[src/rtl/mac_tx_framer.sv]
`default_nettype none
// ============================================================================
// Module      : mac_tx_framer
// Description : Byte-wide Ethernet transmit framer. Accepts a frame as a
//               valid/ready byte stream and drives the MII converter's
//               byte-side inputs. Adds preamble and SFD, optionally pads
//               short frames, appends the CRC-32 FCS and enforces the
//               inter-frame gap. One byte per clock.
//
// Ports       : clock        MAC transmit clock
//               reset        synchronous, active-high
//               data_in      frame byte, DA first
//               data_valid   data_in valid
//               data_last    final frame byte (qualified by data_valid)
//               data_ready   byte accepted on data_valid & data_ready
//                            (combinational state decode)
//               mac_txd      registered byte to the MII converter
//               mac_tx_en    registered transmit enable
//               mac_tx_er    registered transmit error
//               tx_busy      registered, high whenever state is not IDLE
//               tx_underrun  registered one-cycle pulse on frame abort
//
// Config      : MAC_TX_PAD_EN - when defined, frames shorter than MIN_FRAME
//               are zero-padded (pad included in the CRC). When undefined,
//               frames are sent as supplied and MIN_FRAME only feeds an
//               elaboration range check.
//
// Revision    : 1.0 - initial release
// ============================================================================
module mac_tx_framer #(
    parameter int MIN_FRAME = 60,
    parameter int IFG_BYTES = 12
) (
    input  logic       clock,
    input  logic       reset,
    input  logic [7:0] data_in,
    input  logic       data_valid,
    input  logic       data_last,
    output logic       data_ready,
    output logic [7:0] mac_txd,
    output logic       mac_tx_en,
    output logic       mac_tx_er,
    output logic       tx_busy,
    output logic       tx_underrun
);

    typedef enum logic [2:0] {
        IDLE     = 3'd0,
        PREAMBLE = 3'd1,
        SFD      = 3'd2,
        DATA     = 3'd3,
        PAD      = 3'd4,
        FCS      = 3'd5,
        IFG      = 3'd6
    } state_t;

    // One phase counter serves the preamble (7), FCS (4) and IFG counts.
    localparam int                   c_phase_w   = (IFG_BYTES > 8) ? $clog2(IFG_BYTES) : 3;
    localparam logic [c_phase_w-1:0] c_pre_last  = c_phase_w'(6);
    localparam logic [c_phase_w-1:0] c_ifg_last  = c_phase_w'(IFG_BYTES - 1);
    localparam logic [31:0]          c_crc_poly  = 32'hEDB88320;
    localparam logic [31:0]          c_crc_init  = 32'hFFFFFFFF;
    localparam logic [10:0]          c_cnt_max   = 11'h7FF;
    localparam logic [7:0]           c_pre_byte  = 8'h55;
    localparam logic [7:0]           c_sfd_byte  = 8'hD5;
`ifdef MAC_TX_PAD_EN
    localparam logic [10:0]          c_min_frame = 11'(MIN_FRAME);
`endif

    // A minimum length the 11-bit byte counter can never reach is a
    // configuration error.
    generate
        if (MIN_FRAME < 1 || MIN_FRAME > 2047) begin : g_min_frame_range
            $error("mac_tx_framer: MIN_FRAME out of range 1..2047");
        end
    endgenerate

    // Reflected CRC-32, one byte, LSB first.
    function automatic logic [31:0] crc32_byte(input logic [31:0] crc, input logic [7:0] d);
        logic [31:0] c;
        c = crc ^ {24'h000000, d};
        for (int k = 0; k < 8; k++) begin
            c = c[0] ? ((c >> 1) ^ c_crc_poly) : (c >> 1);
        end
        return c;
    endfunction

    state_t               r_state;
    state_t               w_state_nxt;
    logic [c_phase_w-1:0] r_phase;
    logic [c_phase_w-1:0] w_phase_nxt;
    logic [10:0]          r_byte_cnt;
    logic [10:0]          w_byte_cnt_nxt;
    logic [10:0]          w_cnt_inc;
    logic [31:0]          r_crc;
    logic [31:0]          w_crc_nxt;
    logic [31:0]          w_fcs_word;
    logic [7:0]           w_fcs_byte;
    logic [7:0]           r_txd;
    logic [7:0]           w_txd_nxt;
    logic                 r_tx_en;
    logic                 w_tx_en_nxt;
    logic                 r_tx_er;
    logic                 w_tx_er_nxt;
    logic                 r_underrun;
    logic                 w_underrun_nxt;
    logic                 r_busy;
    logic                 w_ready;

    assign w_ready    = (r_state == SFD) || (r_state == DATA);
    assign w_cnt_inc  = (r_byte_cnt == c_cnt_max) ? r_byte_cnt : r_byte_cnt + 11'd1;
    assign w_fcs_word = ~r_crc;

    always_comb begin
        w_fcs_byte = w_fcs_word[7:0];
        case (r_phase[1:0])
            2'd0:    w_fcs_byte = w_fcs_word[7:0];
            2'd1:    w_fcs_byte = w_fcs_word[15:8];
            2'd2:    w_fcs_byte = w_fcs_word[23:16];
            default: w_fcs_byte = w_fcs_word[31:24];
        endcase
    end

    // The output registers are loaded with the byte belonging to the state
    // being entered, so mac_txd trails the state by exactly one cycle.
    always_comb begin
        w_state_nxt    = r_state;
        w_phase_nxt    = r_phase;
        w_byte_cnt_nxt = r_byte_cnt;
        w_crc_nxt      = r_crc;
        w_txd_nxt      = 8'h00;
        w_tx_en_nxt    = 1'b0;
        w_tx_er_nxt    = 1'b0;
        w_underrun_nxt = 1'b0;

        case (r_state)
            IDLE: begin
                w_byte_cnt_nxt = 11'd0;
                w_crc_nxt      = c_crc_init;
                w_phase_nxt    = '0;
                if (data_valid) begin
                    w_state_nxt = PREAMBLE;
                    w_txd_nxt   = c_pre_byte;
                    w_tx_en_nxt = 1'b1;
                end
            end

            PREAMBLE: begin
                w_tx_en_nxt = 1'b1;
                if (r_phase == c_pre_last) begin
                    w_txd_nxt   = c_sfd_byte;
                    w_phase_nxt = '0;
                    w_state_nxt = SFD;
                end else begin
                    w_txd_nxt   = c_pre_byte;
                    w_phase_nxt = r_phase + 1'b1;
                end
            end

            SFD, DATA: begin
                w_tx_en_nxt = 1'b1;
                if (data_valid) begin
                    w_txd_nxt      = data_in;
                    w_byte_cnt_nxt = w_cnt_inc;
                    w_crc_nxt      = crc32_byte(r_crc, data_in);
                    w_state_nxt    = DATA;
                    if (data_last) begin
                        w_phase_nxt = '0;
`ifdef MAC_TX_PAD_EN
                        w_state_nxt = (w_cnt_inc < c_min_frame) ? PAD : FCS;
`else
                        w_state_nxt = FCS;
`endif
                    end
                end else begin
                    // Source ran dry mid-frame: poison the frame and skip FCS.
                    w_tx_er_nxt    = 1'b1;
                    w_underrun_nxt = 1'b1;
                    w_phase_nxt    = '0;
                    w_state_nxt    = IFG;
                end
            end

`ifdef MAC_TX_PAD_EN
            PAD: begin
                w_tx_en_nxt    = 1'b1;
                w_byte_cnt_nxt = w_cnt_inc;
                w_crc_nxt      = crc32_byte(r_crc, 8'h00);
                if (w_cnt_inc >= c_min_frame) begin
                    w_phase_nxt = '0;
                    w_state_nxt = FCS;
                end
            end
`endif

            FCS: begin
                w_tx_en_nxt = 1'b1;
                w_txd_nxt   = w_fcs_byte;
                if (r_phase[1:0] == 2'd3) begin
                    w_phase_nxt = '0;
                    w_state_nxt = IFG;
                end else begin
                    w_phase_nxt = r_phase + 1'b1;
                end
            end

            IFG: begin
                if (r_phase == c_ifg_last) begin
                    w_phase_nxt = '0;
                    w_state_nxt = IDLE;
                end else begin
                    w_phase_nxt = r_phase + 1'b1;
                end
            end

            default: begin
                w_state_nxt = IDLE;
            end
        endcase
    end

    always_ff @(posedge clock) begin
        if (reset) begin
            r_state    <= IDLE;
            r_phase    <= '0;
            r_byte_cnt <= 11'd0;
            r_crc      <= c_crc_init;
            r_txd      <= 8'h00;
            r_tx_en    <= 1'b0;
            r_tx_er    <= 1'b0;
            r_underrun <= 1'b0;
            r_busy     <= 1'b0;
        end else begin
            r_state    <= w_state_nxt;
            r_phase    <= w_phase_nxt;
            r_byte_cnt <= w_byte_cnt_nxt;
            r_crc      <= w_crc_nxt;
            r_txd      <= w_txd_nxt;
            r_tx_en    <= w_tx_en_nxt;
            r_tx_er    <= w_tx_er_nxt;
            r_underrun <= w_underrun_nxt;
            r_busy     <= (w_state_nxt != IDLE);
        end
    end

    assign data_ready  = w_ready;
    assign mac_txd     = r_txd;
    assign mac_tx_en   = r_tx_en;
    assign mac_tx_er   = r_tx_er;
    assign tx_busy     = r_busy;
    assign tx_underrun = r_underrun;

endmodule
`default_nettype wire

[config.mk]
export PLATFORM = sky130hd
export DESIGN_NAME = mac_tx_framer
export DESIGN_NICKNAME = d
export VERILOG_FILES = /design/src/rtl/mac_tx_framer.sv
export SDC_FILE = /design/constraint.sdc
export NUM_CORES = 1
export LEC_CHECK = 0
export CORE_UTILIZATION = 40
export CTS_BUF_LIST = sky130_fd_sc_hd__clkbuf_8
export CTS_CLUSTER_SIZE = 28
export DETAILED_ROUTE_END_ITERATION = 6
export GPL_TIMING_DRIVEN = 0
export HOLD_SLACK_MARGIN = 0.1
export PLACE_DENSITY_LB_ADDON = 0.2
export SLEW_MARGIN = 15
export SYNTH_ARGS = -nofsm -noshare
export SYNTH_HDL_FRONTEND = slang
export SYNTH_SLANG_ARGS = --single-unit
[constraint.sdc]
create_clock -name clock -period 3.7 [get_ports clock]
set_input_delay 0.37 -clock clock [delete_from_list [all_inputs] [get_ports clock]]
set_output_delay 0.37 -clock clock [all_outputs]
set_load 0.005 [all_outputs]
==> results of run 1 <==
worst max-delay path by stage:
stage | to | cells after the start
2_1_floorplan | r_crc[19] | 6
3_3_place_gp | r_crc[19] | 6
3_5_place_dp | r_crc[19] | 6
4_1_cts | r_crc[19] | 6
5_1_grt | r_crc[19] | 6
6_report | r_crc[19] | 6
cells in the final DEF (no fill, tap or decap), types with 4 or more instances in the layout:
cell type	instances
sky130_fd_sc_hd__dfxtp_1	50
sky130_fd_sc_hd__xnor2_1	43
sky130_fd_sc_hd__nor2_1	34
sky130_fd_sc_hd__a21oi_1	29
sky130_fd_sc_hd__clkdlybuf4s50_1	23
sky130_fd_sc_hd__nand2_1	21
sky130_fd_sc_hd__o22ai_1	20
sky130_fd_sc_hd__nand2b_1	14
sky130_fd_sc_hd__clkbuf_1	11
sky130_fd_sc_hd__inv_1	10
sky130_fd_sc_hd__xnor2_2	9
sky130_fd_sc_hd__xor2_1	9
sky130_fd_sc_hd__nor2b_1	6
sky130_fd_sc_hd__xnor2_4	6
sky130_fd_sc_hd__ha_1	5
sky130_fd_sc_hd__clkbuf_8	5
sky130_fd_sc_hd__buf_2	4
sky130_fd_sc_hd__or2_2	4
sky130_fd_sc_hd__o31a_1	4
sky130_fd_sc_hd__a31oi_1	4
critical path, stage by stage, from the launching register on:
cell and delay, ns:
sky130_fd_sc_hd__dfxtp_1 0.32, sky130_fd_sc_hd__buf_2 0.18, sky130_fd_sc_hd__nor2b_1 0.35, sky130_fd_sc_hd__nand2_1 0.24
sky130_fd_sc_hd__nor2_1 0.58, sky130_fd_sc_hd__buf_2 0.34, sky130_fd_sc_hd__a21oi_1 0.09
cell usage after synthesis, types with 6 or more instances:
cell type / instances
sky130_fd_sc_hd__nor2_1: 34
sky130_fd_sc_hd__xor2_1: 9
sky130_fd_sc_hd__nand2_1: 21
sky130_fd_sc_hd__inv_1: 10
sky130_fd_sc_hd__o22ai_1: 20
sky130_fd_sc_hd__nor2b_1: 6
sky130_fd_sc_hd__a21oi_1: 29
sky130_fd_sc_hd__xnor2_1: 43
sky130_fd_sc_hd__dfxtp_1: 50
sky130_fd_sc_hd__clkbuf_1: 11
sky130_fd_sc_hd__xnor2_2: 9
sky130_fd_sc_hd__xnor2_4: 6
sky130_fd_sc_hd__nand2b_1: 14
kinds of logic after synthesis:
| logic type | share of synthesized area [%] |
|---|---|
| AO/OA/AOI/OAI | 17.0 |
| XOR/XNOR | 28.1 |
| adder cells (fa/ha/maj) | 2.13 |
| buffers and inverters | 3.76 |
| flip-flops | 34.2 |
| AND/OR/NAND/NOR | 14.8 |
sequential cells by signal (all words and copies together), names as in the netlist:
register and count:
tx_underrun 1, r_crc 32, tx_busy 1, r_phase 4
mac_tx_en 1, mac_txd 8, r_state 3
power by group:
part / internal (W) / switching (W)
sequential: 0.000545 / 0.00000441
clock: 0.000201 / 0.000194
combinational: 0.000115 / 0.000130
total: 0.000862 / 0.000328
routing by layer:
metal	part of all wire [%]	global-route usage (%)	vias up	wire length, um
li1	-	-	1150	-
met1	47	28.4	1107	3470
met2	46	32.4	64	3340
met3	4.1	3.96	21	304
met4	3.0	9.39	0	219
met5	0	0	-	0
final cells by class:
class                      count  area, sq um  share of cell area (%)
clock inverter                 3         45.0                    1.33
inverter                      10         37.5                    1.11
tap                           96          120                    3.54
sequential                    50         1000                    29.5
timing repair buffer          23          230                    6.78
clock buffer                   5         68.8                    2.03
multi-input combinational    244         1820                    53.6
buffer                        17         72.6                    2.14
per-stage QoR:
step                      instance area, sq um  instances  setup WS (ns)  util, %
after floorplan                           2930        321           2.08        -
after global placement                    3280        440           1.28     47.2
after detailed placement                  3280        440           1.27     47.2
after CTS                                 3390        448           1.50     48.9
after global routing                      3390        448           1.36     48.9
final                                     3390        448           1.47     48.9
==> results.md, run 1 <==
- The number of fill cells is 665.
- The endpoint kind of the worst setup timing path is a flop.
- The die is 87.6 um tall.
- The number of design rule violations left after detail routing is 0.
- The wire length per cell after detailed routing is 16.4 um.
- For this configuration, the core starts out at a cell density of 42.2%.
- The maximum operating frequency is 0.448 GHz.
- The most used flip-flop cell after synthesis is sky130_fd_sc_hd__dfxtp_1.
- The data required time of the worst path is 3.89 ns.
- In the synthesized netlist the async set-or-reset flop fraction comes to 0%.
- The startpoint identified for the worst hold timing path is r_phase[3].
- The deepest level of the CTS H-tree is 2.
- The startpoint identified for the worst register-to-register timing path is r_state[1].
- The number of global-route vias before repair is 2322.
- The max-capacitance violation count is 0.
- The via density per instance is 5.23.
- The endpoint of the worst hold path is r_phase[3].
- The ratio of total power to cell area is 350 nW/um^2.
- Of the synthesized area, sequential elements account for 34.2%.
- Setup repair after global routing left no endpoint under its margin.
- At the pin with the least slew margin, the transition time is 0.684 ns.
- The die span in x is 87.6 um.
- The count of buffers from port buffering is 23.
- The standby leakage power is 1.20 nW.
- The critical path is of the flop to flop type.
- Adding up every negative setup slack in the final design gives 0 ns.
- Summed over its instances, the top area cell type makes up 34.2% of the synthesized netlist area.
- The wire length of the first global-routing pass is 11.9 mm.
- The largest net degree at the start of global routing is 17.
- The maximum number of buffers from clock root to sink is 2.
- The number of flops mapped to enable cells by yosys is 0.
- The total power of the final layout is 0.00119 W.
- Clock latency on the worst-skew pair, taken at its later pin, is 0.31 ns.
- In the synthesized netlist, the number of instances is 321.
- The number of DRC violations after detailed-routing iteration 0 is 215.
- For this block, the routed nets add up to 7.33 mm of wire.
- The synthesized netlist net count is 338.
- The number of clock sinks is 50.
- The TritonCTS buffer count is 5.
- The weighted congestion reported at the end of routability-driven placement is 0.862.
- Between clock sinks in the finished design, the worst skew comes to 0.00945 ns.
- The peak ir drop on the vdd network is 0.000123 V.
- The die covers 7670 sq um.
- The repair_antennas step left the layout with diodes totalling 0.
- The endpoint of the lowest-slack register-to-register path is r_crc[19].
- The critical path starts at r_state[1].
- Ranked by total cell area, the synthesized netlist is headed by sky130_fd_sc_hd__dfxtp_1 (34%), sky130_fd_sc_hd__xnor2_1 (13%), sky130_fd_sc_hd__xnor2_4 (5.6%), sky130_fd_sc_hd__xnor2_2 (5.0%), sky130_fd_sc_hd__a21oi_1 (5.0%).
- The initialized floorplan defines 30 standard-cell rows.
- The total routing usage reported by global routing is 20.9%.
- The clock tree from TritonCTS is built.
- The final hold slack is 0.522 ns.
- The final period utilization is 60.3%.
- After synthesis the cells add up to 2930 sq um.
- After the last flow step, the layout net total stands at 368.
- The data arrival time of the critical path is 2.42 ns.
- The root buffer cell is sky130_fd_sc_hd__clkbuf_8.
- The HPWL after detailed placement is 5.44 mm.
- The top cell type by total area after synthesis is sky130_fd_sc_hd__dfxtp_1.
- The number of gates resized after CTS was 0.
- For this design, the CTS-stage hold fixing added 0 buffers.
- The flow ran to the end, and the final reports show no timing, DRC or antenna violations.
- Pin placement for this block handled 25 I/O pins.
- The post-route netlist has 9.94% of its cells at a drive strength greater than 1.
- The signed area change from the synthesized netlist to the final layout is 15.8%.
- The synthesis-stage register bit count is 50.
- The yosys synthesis warning count is 0.
- Setup violations remaining at the end of the flow were counted as 0.
- Yosys mapped the design onto 43 distinct sky130hd cell types.
- Detailed routing inserted a total of 2342 vias.
- For the finished layout, the period the worst path requires is 2.23 ns.
- The initial antenna violation count was 0.
- The remaining global-route overflow is 0.
- The type of origin of the critical path is a flop.
- The per-instance average area after synthesis is 9.13 sq um.
- The CTS clock-pin slew for the worst setup and hold paths is 0.10 ns.
- The number of hold-slack violations in the final timing report is 0.
- The register-to-register setup slack is 1.47 ns.
- The final-report max-slew violation count is 0.
- Counting cells, the worst reg-to-reg path comes to 6.
- The worst hold path passes through 2 cells.
- The buffers inserted during post-CTS setup optimization is 0.
- The core outline area is 6940 sq um.
- The remaining antenna violation count after routing is 0.
- The tightest slew margin relative to the limit is 54.2%.
- The number of detailed-route iterations in the first pass is 4.
- Along the worst path, the maximum fanout reaches 10.
- The type of the tightest min-delay check is flop to flop.
Note: power is estimated with default switching activity, not from simulation.
==> inputs of run 2 (changes only) <==
- clock period: 3.7 -> 1.85 ns (I/O delays scaled with it)
==> run 2 against run 1 <==
Effect of this change: sequential share of layout area shrank 1.7 points; non-clock buffer count grew 12; highest routed layer unchanged; worst setup slack lost 1.5 ns; critical path depth grew 1; clock power grew 100%; cell count grew 2.7%; total power grew 100%; die area is the same; first-iteration DRC count shrank 25%; combinational power grew 120%; largest cell class unchanged; register-to-register slack lost 1.4 ns; sequential cell count is the same.
==> results.md, run 2 (synthesis results as in run 1) <==
- The run finished with clean final reports.
- The max-capacitance violation count is 0 (unchanged).
- The number of ports placed on the die boundary came to 25 (unchanged).
- The maximum operating frequency is 0.541 GHz.
- The via density per instance is 5.23 (about the same).
- The maximum fanout encountered on the critical timing path is 4 (-6).
- The number of design rule violations left after detail routing is 0 (unchanged).
- The diode insertion count for antenna repair is 0 (unchanged).
- The count of vias placed by the detailed router is 2404 (+2.6%).
- The number of cells traversed by the worst register-to-register path is 6 (unchanged).
- The peak ir drop on the vdd network is 0.000241 V (+96%).
- The number of DRC violations after detailed-routing iteration 0 is 162 (-25%).
- The start point of the worst min-delay path is reset.
- The number of core rows is 30 (unchanged).
- The detailed placer's ending HPWL is 5.44 mm (unchanged).
- The type of the tightest min-delay check is primary input to flop.
- The final critical path takes up 99.9% of the cycle.
- The instance area at placement came to 3280 sq um (unchanged).
- The critical path goes through clkdlybuf4s50_1 > xnor2_4 > buf_4 > xnor2_2 > xor2_1 > xnor2_1 > o32a_1.
- The final setup slack of the worst path is 0.00221 ns (-1.47 ns).
- The standby leakage power is 1.32 nW (+9.7%).
- The full die area is 7670 sq um (unchanged).
- The core outline area was 6940 sq um (unchanged).
- The tightest slew margin relative to the limit is 60.3% (+6.1 points).
- The total power of the final layout is 0.00243 W (+100%).
- The wire length of the first global-routing pass is 12.0 mm (+0.58%).
- The clock network latency to the later pin of the worst-skew pair is 0.31 ns (about the same).
- The number of endpoints failing setup at the final stage is 0 (unchanged).
- The fraction of met1 tracks used by global routing is 28.4% (unchanged).
- The TritonCTS buffer count is 5 (unchanged).
- The setup slack after placement is -0.399 ns (-1.67 ns).
- The clock tree from TritonCTS is built.
- The clock skew was 0.0119 ns (+0.00250 ns).
- The endpoint of the lowest-slack register-to-register path is r_crc[18].
- The largest net degree at the start of global routing is 17 (unchanged).
- The cell depth of the worst min-delay path is 3 (+1).
- The wire length per cell after detailed routing is 16.5 um (+0.69%).
- The measured slew at the worst slew-check pin is 0.596 ns (-0.0886 ns).
- The total routing usage reported by global routing is 21.0% (+0.080 points).
- The library cell used most frequently in the layout, excluding fill and tap cells, is sky130_fd_sc_hd__dfxtp_1.
- The number of detailed-route iterations in the first pass is 4 (unchanged).
- The die extent in y came to 87.6 um (unchanged).
- The summed area of non-filler cells in the final layout is 3610 sq um (+6.3%).
- The weighted congestion reported at the end of routability-driven placement came to 0.862 (unchanged).
- The type of origin of the critical path is a primary input.
- The delay of the slowest cell on the worst path came to 0.53 ns (-0.05 ns).
- The startpoint of the most critical register-to-register path is r_crc[2].
- The initial antenna violation count was 0 (unchanged).
- The CTS clock-pin slew for the worst setup and hold paths is 0.10 ns (about the same).
- The final-report max-slew violation count came to 0 (unchanged).
- The count of buffers from port buffering is 23 (unchanged).
- The signed area change from the synthesized netlist to the final layout is 23.1%.
- The endpoint of the worst hold path is r_crc[16].
- The deepest level of the CTS H-tree is 2 (unchanged).
- The number of buffers inserted by hold repair at cts is 0 (unchanged).
- The die span in x is 87.6 um (unchanged).
- The initial cell density of the core is 42.2% (unchanged).
- Counting I/O delays and the setup requirement, the final critical path takes 1.85 ns.
- The maximum number of buffers from clock root to sink is 2 (unchanged).
- The remaining antenna violation count after routing is 0 (unchanged).
- The data required time of the worst path came to 2.05 ns (-1.84 ns).
- The number of hold-slack violations in the final timing report came to 0 (unchanged).
- The register-to-register setup slack is 0.05 ns (-1.42 ns).
- Counting flops per register, the top entry is r_crc.
- The number of flip-flops under the largest register name is 32 (unchanged).
- The root buffer cell is sky130_fd_sc_hd__clkbuf_8.
- Leaving out fill and tap cells, the most frequent cells in the layout are sky130_fd_sc_hd__dfxtp_1 (49), sky130_fd_sc_hd__xnor2_1 (41), sky130_fd_sc_hd__nor2_1 (33), sky130_fd_sc_hd__a21oi_1 (29), sky130_fd_sc_hd__clkdlybuf4s50_1 (22).
- The remaining global-route overflow is 0 (unchanged).
- The peak-usage layer in the global routing report is met2.
- The ratio of total power to cell area is 674 nW/um^2 (+92%).
- Setup repair after global routing could not meet its margin everywhere.
- The met2 capacity usage during global routing is 32.5% (+0.071 points).
- The net count of the finished layout was 380 (+3.3%).
- The data arrival time of the critical path came to 2.05 ns (-0.37 ns).
- The post-detailed-routing wire length is 7.58 mm (+3.4%).
- The number of global-route vias before repair is 2322 (unchanged).
- The met3 track demand over resource in global routing was 4.05% (+0.094 points).
- The standard cell with the maximum stage delay on the critical path is sky130_fd_sc_hd__clkdlybuf4s50_1.
- The fraction of layout instances using a drive strength above 1 came to 17.0% (+7.1 points).
- The worst setup path is captured at a flop.
- The number of clock sinks came to 50 (unchanged).
- The number of fill cells is 638 (-4.1%).
- The path type of the worst setup path is primary input to flop.
[run 2: cell types whose count changed in the layout (fill, tap and decap cells not counted), moves of 2 or more]
cell / delta
sky130_fd_sc_hd__buf_4: +13
sky130_fd_sc_hd__clkbuf_1: -5
sky130_fd_sc_hd__clkbuf_2: +4
sky130_fd_sc_hd__inv_1: -2
sky130_fd_sc_hd__inv_2: +2
sky130_fd_sc_hd__xnor2_1: -2
sky130_fd_sc_hd__xnor2_2: -2
sky130_fd_sc_hd__xnor2_4: +4
[run 2: through the flow]
step / setup TNS [ns] / util (%) / cells / hold WS (ns)
after floorplan: 0 / - / 321 / 0.322
after global placement: -6.85 / 47.2 / 440 / 0.502
after detailed placement: -6.90 / 47.2 / 440 / 0.512
after CTS: -0.00722 / 49.5 / 448 / 0.400
after global routing: -0.0211 / 52.0 / 460 / 0.386
final: 0 / 52.0 / 460 / 0.387
[run 2: worst max-delay path by stage]
stage | endpoint | start | slack [ns]
6_report | r_crc[18] | data_in[2] | 0.002
5_1_grt | r_crc[23] | r_state[1] | -0.007
4_1_cts | r_crc[19] | data_in[2] | -0.007
3_5_place_dp | r_crc[19] | data_in[1] | -0.40
3_3_place_gp | r_crc[19] | data_in[1] | -0.38
2_1_floorplan | r_crc[19] | r_state[1] | 0.23
[run 2: worst max-delay path, delay by kind of cell]
kind,cells,cell delay [ns]
xor gates and xnor gates,4,0.88
buffers and inverters,2,0.70
AOI/OAI and AO/OA,1,0.28
[run 2: metal layers]
layer / part of all wire (%) / wire (um) / vias up
met2: 47 / 3550 / 63
met3: 4.3 / 327 / 17
li1: - / - / 1182
met4: 2.8 / 212 / 0
met5: 0 / 0 / -
met1: 46 / 3490 / 1142
[run 2: power by group]
group	total, W	switching, W	internal, W
Sequential	0.00110	0.00000920	0.00109
Clock	0.000790	0.000387	0.000403
Combinational	0.000540	0.000276	0.000264
[run 2: final cells by class]
cell class	instances	area, sq um	area share [%]
Clock inverter	3	45.0	1.25
Sequential cell	50	1000	27.8
Timing Repair Buffer	36	343	9.50
Tap cell	96	120	3.33
Multi-Input combinational cell	244	1910	53.0
Inverter	10	37.5	1.04
Buffer	16	80.1	2.22
Clock buffer	5	68.8	1.91
[run 2: what timing repair did]
action,CTS,global route
setup endpoints to repair,31,26
setup buffers,0,13
resized for setup,13,17
pin swaps,1,6
==> inputs of run 3 (changes only) <==
- CORE_UTILIZATION: 40 -> 57
- SLEW_MARGIN: 15 -> default
- clock period: 1.85 -> 2.2 ns (I/O delays scaled with it)
==> run 3 against run 2 <==
Effect of this change: clock skew grew 0.0029 ns; wire length shrank 9.5%; non-clock buffer count shrank 12; combinational power shrank 25%; worst setup slack gained 0.19 ns; total power shrank 19%; sequential share of layout area grew 2.1 points; critical endpoint is now r_crc[22]; clock power shrank 20%; first-iteration DRC count grew 27%; clock-buffer cell count is the same.
==> results.md, run 3 (synthesis results as in run 1) <==
- The remaining global-route overflow was 0 (unchanged).
- The number of DRC violations after detailed-routing iteration 0 is 206 (+27%).
- The clock skew was 0.0148 ns (+0.00290 ns).
- The number of flip-flops under the largest register name is 32 (unchanged).
- The TritonCTS buffer count is 5 (unchanged).
- The combinational fraction of design power is 20.8% (-1.4 points).
- The number of global-route vias before repair is 2186 (-5.9%).
- The tightest slew margin relative to the limit is 61.2% (+0.88 points).
- The count of buffering cells on the critical path with inverters included is 2 (unchanged).
- The clock tree from TritonCTS is built.
- Setup repair after global routing left no endpoint under its margin.
- The register-to-register setup slack is 0.19 ns (+0.14 ns).
- The root buffer cell is sky130_fd_sc_hd__clkbuf_8.
- The data required time of the worst path is 2.38 ns (+0.33 ns).
- The initial cell density of the core is 60.4% (+18 points).
- In the layout the commonest cells are sky130_fd_sc_hd__dfxtp_1 (50), sky130_fd_sc_hd__xnor2_1 (43), sky130_fd_sc_hd__nor2_1 (33), sky130_fd_sc_hd__a21oi_1 (29), sky130_fd_sc_hd__clkdlybuf4s50_1 (23).
- The number of instances in the placed design is 411 (-6.6%).
- The internal power is 0.00144 W (-18%).
- The clock network latency to the later pin of the worst-skew pair is 0.31 ns (about the same).
- The utilization of the core after routing is 69.2% (+17 points).
- The ratio of total power to cell area is 585 nW/um^2 (-13%).
- The weighted congestion reported at the end of routability-driven placement was 0.910 (+5.6%).
- The cell family contributing the most delay on the critical path is simple AND/OR/NAND/NOR gates.
- The area occupied by registers is 1000 sq um (-0.12%).
- The core outline area is 4850 sq um (-30%).
- The maximum number of buffers from clock root to sink is 2 (unchanged).
- The count of vias placed by the detailed router is 2366 (-1.6%).
- The via density per instance was 5.65 (+8.0%).
- The measured slew at the worst slew-check pin is 0.582 ns (-0.0131 ns).
- The diode insertion count for antenna repair was 0 (unchanged).
- The full die area was 5430 sq um (-29%).
- The initial antenna violation count was 0 (unchanged).
- The relative contribution of sequential cells to total power came to 47.1% (+1.8 points).
- The power dissipated by switching net loads is 0.000520 W (-23%).
- The wire length of the first global-routing pass is 10.9 mm (-9.3%).
- The largest individual stage delay along the critical path comes from the cell sky130_fd_sc_hd__nor2_2.
- The deepest level of the CTS H-tree came to 2 (unchanged).
- The die extent in y came to 73.7 um (-16%).
- The register with the highest flop count is r_crc.
- The switching share of total power came to 26.5% (-1.2 points).
- The remaining antenna violation count after routing is 0 (unchanged).
- The max-capacitance violation count is 0 (unchanged).
- The wire length per cell after detailed routing was 16.4 um (-0.64%).
- The total routing usage reported by global routing was 27.4% (+6.4 points).
- The setup slack after placement is 0.0332 ns (+0.432 ns).
- STA classifies the critical path endpoint as a flop.
- The count of buffers from port buffering came to 23 (unchanged).
- The number of detailed-route iterations in the first pass was 5 (+1).
- The largest net degree at the start of global routing is 15 (-2).
- The maximum fanout encountered on the critical timing path came to 10 (+6).
- The peak ir drop on the vdd network is 0.000382 V (+58%).
- The number of buffers inserted by hold repair at cts is 0 (unchanged).
- The detailed placer's ending HPWL came to 5.05 mm (-7.2%).
- The number of ports placed on the die boundary came to 25 (unchanged).
- The number of endpoints failing setup at the final stage is 0 (unchanged).
- The run finished with clean final reports.
- The number of design rule violations left after detail routing is 0 (unchanged).
- The final period utilization is 91.5%.
- The setup TNS after final layout is 0 ns (unchanged).
- The most frequent cell on the critical path is sky130_fd_sc_hd__buf_2.
- The area growth from synthesis to layout is 14.5%.
- The final-report max-slew violation count was 0 (unchanged).
- The final cell count without fillers is 419 (-8.9%).
- The buffers inserted during post-CTS setup optimization came to 0 (unchanged).
- The fraction of layout instances using a drive strength above 1 came to 9.94% (-7.1 points).
- The critical path goes through buf_2 > nor2b_1 > nand2_1 > nor2_2 > buf_2 > a21oi_1.
- The area taken by multi-input logic gates is 1820 sq um (-4.7%).
- The post-detailed-routing wire length was 6.86 mm (-9.5%).
- The number of hold-slack violations in the final timing report is 0 (unchanged).
- The data arrival time of the critical path is 2.20 ns (+0.15 ns).
- The type of the tightest min-delay check is primary input to flop.
- The net count of the finished layout was 368 (-3.2%).
- The CTS clock-pin slew for the worst setup and hold paths is 0.09 ns (about the same).
- The number of instances resized during post-cts repair is 0 (-13).
- The delay of the slowest cell on the worst path was 0.41 ns (-0.12 ns).
- The most frequent standard cell in the layout excluding fill and tap cells is sky130_fd_sc_hd__dfxtp_1.
- The number of clock sinks is 50 (unchanged).
- The setup path with the least slack is of type flop to flop.
- The final setup slack of the worst path is 0.188 ns (+0.186 ns).
- The number of core rows came to 25 (-17%).
- The proportion of power drawn by the clock network is 32.2% (-0.3 points).
- The standby leakage power came to 1.21 nW (-7.8%).
- The number of fill cells is 393 (-38%).
- The shortest clock period the worst path allows after layout is 2.01 ns.
- The die span in x was 73.7 um (-16%).
- The maximum operating frequency is 0.497 GHz.
- The type of origin of the critical path is a flop.
## run 3: cell count changes in the layout (fill, tap and decap cells not counted), sizes merged
| cell | change |
|---|---|
| clkinvlp | -2 |
| dlymetal6s2s | -1 |
| clkbuf | +1 |
| inv | +2 |
| clkdlybuf4s50 | +1 |
| buf | -13 |
## run 3: final timing paths
kind / from / to / depth (start not counted)
worst max-delay path: r_state[1] / r_crc[22] / 6
worst min-delay path: reset / r_crc[18] / 2
worst max register to register: r_state[1] / r_crc[22] / 6
worst min register to register: r_crc[17] / r_crc[17] / 2
## run 3: stage by stage
step	hold WS [ns]	area, sq um	total power [W]
3_5_place_dp	0.507	3240	0.00135
5_1_grt	0.417	3350	0.00204
4_1_cts	0.387	3350	0.00197
3_3_place_gp	0.505	3240	0.00135
2_1_floorplan	0.357	2930	0.00124
6_report	0.417	3350	0.00196
## run 3: metal layers
layer  global-route usage [%]  vias to the layer above  wire [um]
li1                         -                     1152          -
met1                     39.1                     1108       3160
met3                     3.02                       13        418
met5                        0                        -          0
met4                     10.5                        0        109
met2                     42.4                       93       3170
## run 3: power by group through the flow
stage	Sequential, W	Combinational (W)	Clock, W
after global placement	0.000945	0.000401	0
after CTS	0.000924	0.000406	0.000643
after global routing	0.000926	0.000439	0.000674
after detailed placement	0.000945	0.000402	0
final	0.000924	0.000407	0.000631
after floorplan	0.000946	0.000296	0
## run 3: area by class of cell
class / instances / share of cell area (%)
well taps: 67 / 2.50
plain buffers: 17 / 2.20
repair buffers: 23 / 6.86
clock buffers: 5 / 2.05
flip-flops and latches: 50 / 29.8
clock inverters: 3 / 1.12
multi-input cells: 244 / 54.3
inverters: 10 / 1.12
